--- src/rtl/pipeacc16_pkg.sv ---
// Shared constants for the pipeAcc16 data-memory path.
// dmem_arbiter's optional perf counters are enabled by defining DMEM_ARB_PERF_EN.
package pipeacc16_pkg;
    localparam int ADDR_W_DEF      = 8;
    localparam int DATA_W_DEF      = 16;
    localparam int MAX_CPU_RUN_DEF = 4;

    localparam logic OWN_CPU = 1'b0;
    localparam logic OWN_DBG = 1'b1;
endpackage

--- src/rtl/dmem_arb_starve_ctr.sv ---
// Saturating count of CPU grants taken while DBG waits; raises force_dbg at the limit.
module dmem_arb_starve_ctr #(
    parameter int MAX_CPU_RUN = 4
) (
    input  logic clk1,
    input  logic rst,
    input  logic dbg_req,
    input  logic cpu_gnt,
    input  logic dbg_gnt,
    output logic force_dbg
);
    localparam logic [3:0] MAX_CNT = 4'(MAX_CPU_RUN);

    logic [3:0] starve_cnt_q, starve_cnt_d;

    always_comb begin
        starve_cnt_d = starve_cnt_q;
        if (!dbg_req || dbg_gnt)
            starve_cnt_d = 4'd0;
        else if (cpu_gnt && starve_cnt_q < MAX_CNT)
            starve_cnt_d = starve_cnt_q + 4'd1;
    end

    always_ff @(posedge clk1) begin
        if (rst) starve_cnt_q <= 4'd0;
        else     starve_cnt_q <= starve_cnt_d;
    end

    // Depends only on registered count and the live request, never on grants.
    assign force_dbg = dbg_req && (starve_cnt_q == MAX_CNT);
endmodule

--- src/rtl/dmem_arbiter.sv ---
// Two-port (CPU / DBG) arbiter in front of the single-port data memory.
// Optional DMEM_ARB_PERF_EN adds conflict_cnt and cpu_stall_cnt outputs.
module dmem_arbiter
    import pipeacc16_pkg::*;
#(
    parameter int ADDR_W      = ADDR_W_DEF,
    parameter int DATA_W      = DATA_W_DEF,
    parameter int MAX_CPU_RUN = MAX_CPU_RUN_DEF
) (
    input  logic              clk1,
    input  logic              rst,
    input  logic              cpu_req,
    input  logic              cpu_we,
    input  logic [ADDR_W-1:0] cpu_addr,
    input  logic [DATA_W-1:0] cpu_wdata,
    output logic              cpu_gnt,
    output logic              cpu_stall,
    output logic              cpu_rvalid,
    output logic [DATA_W-1:0] cpu_rdata,
    input  logic              cpu_hlt,
    input  logic              dbg_req,
    input  logic              dbg_we,
    input  logic [ADDR_W-1:0] dbg_addr,
    input  logic [DATA_W-1:0] dbg_wdata,
    output logic              dbg_gnt,
    output logic              dbg_rvalid,
    output logic [DATA_W-1:0] dbg_rdata,
`ifdef DMEM_ARB_PERF_EN
    output logic [15:0]       conflict_cnt,
    output logic [15:0]       cpu_stall_cnt,
`endif
    output logic              mem_en,
    output logic              mem_we,
    output logic [ADDR_W-1:0] mem_addr,
    output logic [DATA_W-1:0] mem_wdata,
    input  logic [DATA_W-1:0] mem_rdata
);
    logic force_dbg;

    dmem_arb_starve_ctr #(.MAX_CPU_RUN(MAX_CPU_RUN)) u_starve (
        .clk1      (clk1),
        .rst       (rst),
        .dbg_req   (dbg_req),
        .cpu_gnt   (cpu_gnt),
        .dbg_gnt   (dbg_gnt),
        .force_dbg (force_dbg)
    );

    always_comb begin
        cpu_gnt = 1'b0;
        dbg_gnt = 1'b0;
        if (!rst) begin
            if (cpu_hlt && dbg_req) dbg_gnt = 1'b1;
            else if (force_dbg)     dbg_gnt = 1'b1;
            else if (cpu_req)       cpu_gnt = 1'b1;
            else if (dbg_req)       dbg_gnt = 1'b1;
        end
    end

    assign cpu_stall = cpu_req & ~cpu_gnt;

    always_comb begin
        mem_en    = cpu_gnt | dbg_gnt;
        mem_we    = 1'b0;
        mem_addr  = cpu_addr;
        mem_wdata = cpu_wdata;
        if (dbg_gnt) begin
            mem_we    = dbg_we;
            mem_addr  = dbg_addr;
            mem_wdata = dbg_wdata;
        end else if (cpu_gnt) begin
            mem_we    = cpu_we;
        end
    end

    // Return path: one pending-read flag plus the owner of that read.
    logic              rd_pend_q, rd_pend_d;
    logic              owner_q, owner_d;
    logic [DATA_W-1:0] cpu_rdata_q, cpu_rdata_d;
    logic [DATA_W-1:0] dbg_rdata_q, dbg_rdata_d;

    always_comb begin
        rd_pend_d   = mem_en & ~mem_we;
        owner_d     = dbg_gnt ? OWN_DBG : OWN_CPU;
        cpu_rdata_d = cpu_rvalid ? mem_rdata : cpu_rdata_q;
        dbg_rdata_d = dbg_rvalid ? mem_rdata : dbg_rdata_q;
    end

    always_ff @(posedge clk1) begin
        if (rst) begin
            rd_pend_q   <= 1'b0;
            owner_q     <= OWN_CPU;
            cpu_rdata_q <= '0;
            dbg_rdata_q <= '0;
        end else begin
            rd_pend_q   <= rd_pend_d;
            owner_q     <= owner_d;
            cpu_rdata_q <= cpu_rdata_d;
            dbg_rdata_q <= dbg_rdata_d;
        end
    end

    // Gating with rst drops a read that was in flight when reset arrived.
    assign cpu_rvalid = rd_pend_q & ~rst & (owner_q == OWN_CPU);
    assign dbg_rvalid = rd_pend_q & ~rst & (owner_q == OWN_DBG);
    assign cpu_rdata  = rst ? '0 : (cpu_rvalid ? mem_rdata : cpu_rdata_q);
    assign dbg_rdata  = rst ? '0 : (dbg_rvalid ? mem_rdata : dbg_rdata_q);

`ifdef DMEM_ARB_PERF_EN
    logic [15:0] conflict_cnt_q, conflict_cnt_d;
    logic [15:0] cpu_stall_cnt_q, cpu_stall_cnt_d;

    always_comb begin
        conflict_cnt_d  = conflict_cnt_q;
        cpu_stall_cnt_d = cpu_stall_cnt_q;
        if (cpu_req && dbg_req && conflict_cnt_q != 16'hFFFF)
            conflict_cnt_d = conflict_cnt_q + 16'd1;
        if (cpu_stall && cpu_stall_cnt_q != 16'hFFFF)
            cpu_stall_cnt_d = cpu_stall_cnt_q + 16'd1;
    end

    always_ff @(posedge clk1) begin
        if (rst) begin
            conflict_cnt_q  <= 16'd0;
            cpu_stall_cnt_q <= 16'd0;
        end else begin
            conflict_cnt_q  <= conflict_cnt_d;
            cpu_stall_cnt_q <= cpu_stall_cnt_d;
        end
    end

    assign conflict_cnt  = conflict_cnt_q;
    assign cpu_stall_cnt = cpu_stall_cnt_q;
`endif
endmodule

--- config.mk ---
export PLATFORM = sky130hd
export DESIGN_NAME = dmem_arbiter
export DESIGN_NICKNAME = d
export VERILOG_FILES = /design/src/rtl/pipeacc16_pkg.sv /design/src/rtl/dmem_arb_starve_ctr.sv /design/src/rtl/dmem_arbiter.sv
export SDC_FILE = /design/constraint.sdc
export NUM_CORES = 1
export LEC_CHECK = 0
export CAP_MARGIN = 20
export CORE_AREA = 2 2 88 64
export DETAILED_ROUTE_END_ITERATION = 16
export DIE_AREA = 0 0 90 66
export GPL_ROUTABILITY_DRIVEN = 0
export HOLD_SLACK_MARGIN = 0.05
export PLACE_DENSITY_LB_ADDON = 0.15
export REMOVE_ABC_BUFFERS = 1
export SLEW_MARGIN = 20
export SYNTH_ARGS = -nofsm -noshare
export SYNTH_HDL_FRONTEND = slang
export SYNTH_SLANG_ARGS = --single-unit
--- constraint.sdc ---
create_clock -name clk1 -period 4.35 [get_ports clk1]
set_clock_uncertainty 0.1 [all_clocks]
set_input_delay 0.87 -clock clk1 [delete_from_list [all_inputs] [get_ports clk1]]
set_output_delay 0.87 -clock clk1 [all_outputs]
set_load 0.05 [all_outputs]
Yosys cells after proc, flatten, opt, wreduce, memory -nomap -nowiden
Index checks and enable logic that the tools add are counted.
Widths: inputs -> output; s select.
{"block": "word_totals", "ff_bits": 38, "input_bits": 71, "output_inout_bits": 63, "word_cells": 42}
{"block": "classes", "addsub": 1, "order_cmp": 1, "n_eq_ne": 1, "n_mux": 18, "bitwise_logic": 10, "n_reduce_logical": 6}
{"operator": "$mux 16", "n": 5}
{"operator": "$mux 1", "n": 12}
{"operator": "$mux 8", "n": 1}
{"operator": "$and 1x1->1", "n": 5}
{"operator": "$add 4x1->4 const B", "n": 1}
{"operator": "$eq 4x3->1 const B", "n": 1}
{"operator": "$lt 4x3->1 const B", "n": 1}
{"operator": "$not 1->1", "n": 4}
{"operator": "$logic_and 1x1->1", "n": 3}
{"operator": "$reduce_or 2->1", "n": 1}
{"operator": "$logic_not 1->1", "n": 1}
{"operator": "$logic_or 1x1->1", "n": 1}
{"operator": "$or 1x1->1", "n": 1}

Logic depth before layout (Yosys ltp)
{"block": "depth", "ltp_word": 9, "ltp_mapped": 6, "mapped_depth_nobuf": 5}

Cells and area by module
Synthesis repeated with hierarchy kept, for this count alone.
{"block": "hier_totals", "hier_cells": 202, "hier_area_um2": 1826.8}
{"mod": "dmem_arbiter", "n_inst": 1, "cells_per_inst": 182, "area_each_um2": 1596.5, "seq_area_each_um2": 680.7}
{"mod": "dmem_arb_starve_ctr", "n_inst": 1, "cells_per_inst": 20, "area_each_um2": 230.2, "seq_area_each_um2": 80.1}

Least setup slack after synthesis
No wires, ideal clock.
{"block": "synth_timing", "path_kind": "input -> output", "startpoint": "input rst", "endpoint": "output cpu_rdata[10]", "arrival_ps": 2578, "t_required_ps": 3380, "path_slack_ps": 802, "stages": 4, "n_path_buf": 1, "cell_sequence": "nor3b_1 -> clkbuf_1 -> nand2_1 -> o21ai_0"}
{"block": "synth_via", "elab_chain_cells": 5}
{"item": "from (decl)", "line_no": "dmem_arbiter.sv:11", "rtl": "input logic rst,"}
{"item": "$not 1->1", "line_no": "dmem_arbiter.sv:104", "rtl": "assign cpu_rvalid = rd_pend_q & ~rst & (owner_q == OWN_CPU);"}
{"item": "$and 1x1->1 (2 in series)", "line_no": "dmem_arbiter.sv:104"}
{"item": "named net cpu_rvalid", "line_no": "dmem_arbiter.sv:18", "rtl": "output logic cpu_rvalid,"}
{"item": "$mux 16", "line_no": "dmem_arbiter.sv:106", "rtl": "assign cpu_rdata = rst ? '0 : (cpu_rvalid ? mem_rdata : cpu_rdata_q);"}
{"item": "$mux 16"}
{"item": "to (decl)", "line_no": "dmem_arbiter.sv:19", "rtl": "output logic [DATA_W-1:0] cpu_rdata,"}
The timed path passes the listed nets, and every way through them passes these cells.

Worst setup path in the final report
{"block": "layout_timing", "startpoint": "input rst", "endpoint": "output mem_addr[3]"}
{"block": "layout_via", "elab_chain_cells": 2}
{"item": "$mux 1", "line_no": "dmem_arbiter.sv:52", "rtl": "if (!rst) begin"}
{"item": "$mux 8", "line_no": "dmem_arbiter.sv:67", "rtl": "if (dbg_gnt) begin"}
{"item": "to (decl)", "line_no": "dmem_arbiter.sv:34", "rtl": "output logic [ADDR_W-1:0] mem_addr,"}
No other way between the ends.

==> results.cfg <==
[routing]
routed_wl_um = 5950
drtPass1Iterations = 6
drt-initial-drc-count = 24
wl_met2_um = 2980
wl_per_cell_um = 14.4
routed.top_layer = met4
drcViolationCount = 0
drt-met1-wl_um = 2430
dr_wl_met3_um = 427
viasPerCell = 4.67
ant_nets = 0
via_count = 1927

[place]
placed_cell_area_um2 = 3590
dpl.hpwl_um = 4820
numPortBuffers = 133
dp.cells = 405
post-place-ws_ns = 0.639

[synthesis]
ys_seq_area_share_pct = 41.5
ys_warn_count = 0
ys_seq_elements = 38
yosysUniqueCellTypes = 32
synth_area_um2 = 1830
synth_area_leaders = dfxtp_1 42%, mux2_2 14%, nand2_1 10%
syn_inst = 206
synth_top_area_cell = dfxtp_1
syn_avg_cell_area_um2 = 8.90
synth_top_area_share_pct = 41.5

[global_route]
grt_pass1_vias = 2007
track_usage_pct = 20.3
antenna_found_initial = 0
grt_pass1_wl_um = 9550
grt_max_degree = 33
overflow = 0

[min_path]
hp-class = reg2reg

[floorplanning]
dieWidth_um = 90
ioPinCount = 134
die_y_um = 66
die_area_um2 = 5940
start_util_pct = 35.8
coreArea_um2 = 5120
rows = 22

[timing]
holdWs_ns = 0.402
relSlewSlack_pct = 57.7
rsz0062_at_grt = false
fin_setup_tns_ns = 0
fin_crit_ns = 3.70
finalCritPeriodShare_pct = 85.1
drv_slew = 0
fin_ws_ns = 0.647
hold_viol = 0
worst_pin_slew_ns = 0.628
finalSetupViolations = 0
fmax_mhz = 270

[clocking]
h-tree-depth = 2
post-cts-setup-buffers = 0
cts_hold_buffers = 0
clock-sinks = 38
cts_tree = done
clkSlewWorstSetupHoldPaths_ns = 0.08
ctsResizeCount = 0
cts_buffer_depth = 2
cts_buffers = 5
cts-root-buf = clkbuf_8
clkLatencyLatePin_ns = 0.29

[pwr]
power_leakage_nw = 1.49
power_density_nw_per_um2 = 268
peakVddDrop_uv = 179
total_power_uw = 988

[setup_path]
crit_type = in2out
worst-endpoint-arrival_ns = 2.73
cp-end-kind = primary output
cpMostUsedCell = buf_4
critPathSlowestCell = clkdlybuf4s50_1
cp-start-kind = primary input
cp_max_fo = 27
crit_chain = clkdlybuf4s50_1 > a311oi_4 > buf_4 > mux2_2 > buf_4
cp_slowest_stage_delay_ns = 0.58
cp_data_required_time_ns = 3.38

[status]
status = complete, no violations

[cells_and_area]
final_util_pct = 72.0
instances_no_fill = 413
fin_area_um2 = 3690
layout.nets = 413
num-fill-cells = 399
drive_gt1_share_pct = 30.8
n_antenna_cell = 0
syn_to_final_growth_pct = 101

[job]
maxCapViolCount = 0
==> cells in the mapped netlist (all sizes together) <==
master	count
or2	1
o21ai	18
nand3b	18
nor4b	1
nand3	2
and2	1
nor3b	1
ha	2
and3	1
a311oi	2
or4b	1
nor2b	2
buf	4
a41oi	1
a22o	1
nand4	1
clkbuf	7
nor3	1
nor2	2
dfxtp	38
a221oi	1
nand4b	1
nand2b	16
inv	7
a21oi	2
nand2	50
mux2	24
==> path summary, 6_finish.rpt <==
kind / start / to / slack, ns / cells past startpoint
min: u_starve.starve_cnt_q[0]$_SDFFE_PP0P_ / u_starve.starve_cnt_q[0]$_SDFFE_PP0P_ / 0.40 / 2
max reg2reg: u_starve.starve_cnt_q[0]$_SDFFE_PP0P_ / rd_pend_q$_SDFF_PP0_ / 2.57 / 6
max: rst / mem_addr[3] / 0.65 / 5
min reg2reg: u_starve.starve_cnt_q[0]$_SDFFE_PP0P_ / u_starve.starve_cnt_q[0]$_SDFFE_PP0P_ / 0.40 / 2
==> sequential cells by signal, summed over array words and instances (netlist names) <==
register and count:
owner_q 1, dbg_rdata_q 16, rd_pend_q 1, cpu_rdata_q 16
u_starve.starve_cnt_q 4
==> cells in the final DEF (no fill, tap or decap), types with 2 or more instances in the layout <==
cell and instances:
mux2_2 23, inv_1 6, nand2_1 50, clkbuf_8 6, o21ai_0 18, dfxtp_1 38, nand3_1 2, nor2_1 2
nand2b_1 16, nand3b_1 17, buf_4 27, clkdlybuf4s50_1 70, buf_12 41, nor2b_1 2, a21oi_1 2, ha_1 2
==> cells by family after synthesis <==
| group | Yosys count | synth area share, % |
|---|---|---|
| mux | 24 | 14.7 |
| simple gates | 99 | 28.9 |
| compound gates | 25 | 8.81 |
| fa+ha+maj | 2 | 1.36 |
| flops | 38 | 41.5 |
| buf+inv | 18 | 4.64 |
==> worst max-delay path: cells and delay by family <==
kind            cells  cell delay [ns]
mux                 1             0.39
compound gates      1             0.33
buf+inv             3             1.13
==> metal layers <==
layer  global-route usage [%]  vias up
li1                         -      963
met1                     23.2      876
met2                     36.5       79
met3                     6.61        9
met4                     6.35        0
met5                        0        -
==> power by group <==
part / internal [mW] / switching [mW]
registers: 0.362 / 0.00401
clock network: 0.127 / 0.126
logic: 0.174 / 0.195
==> area by class of cell <==
| type | count | area (um^2) | area share [%] |
|---|---|---|---|
| Sequential cell | 38 | 761 | 20.6 |
| Multi-Input combinational cell | 150 | 992 | 26.9 |
| Clock buffer | 6 | 82.6 | 2.24 |
| Clock inverter | 2 | 12.5 | 0.339 |
| Tap cell | 72 | 90.1 | 2.44 |
| Inverter | 7 | 26.3 | 0.712 |
| Timing Repair Buffer | 138 | 1720 | 46.7 |
No activity file was read; power rests on OpenSTA's default activity.
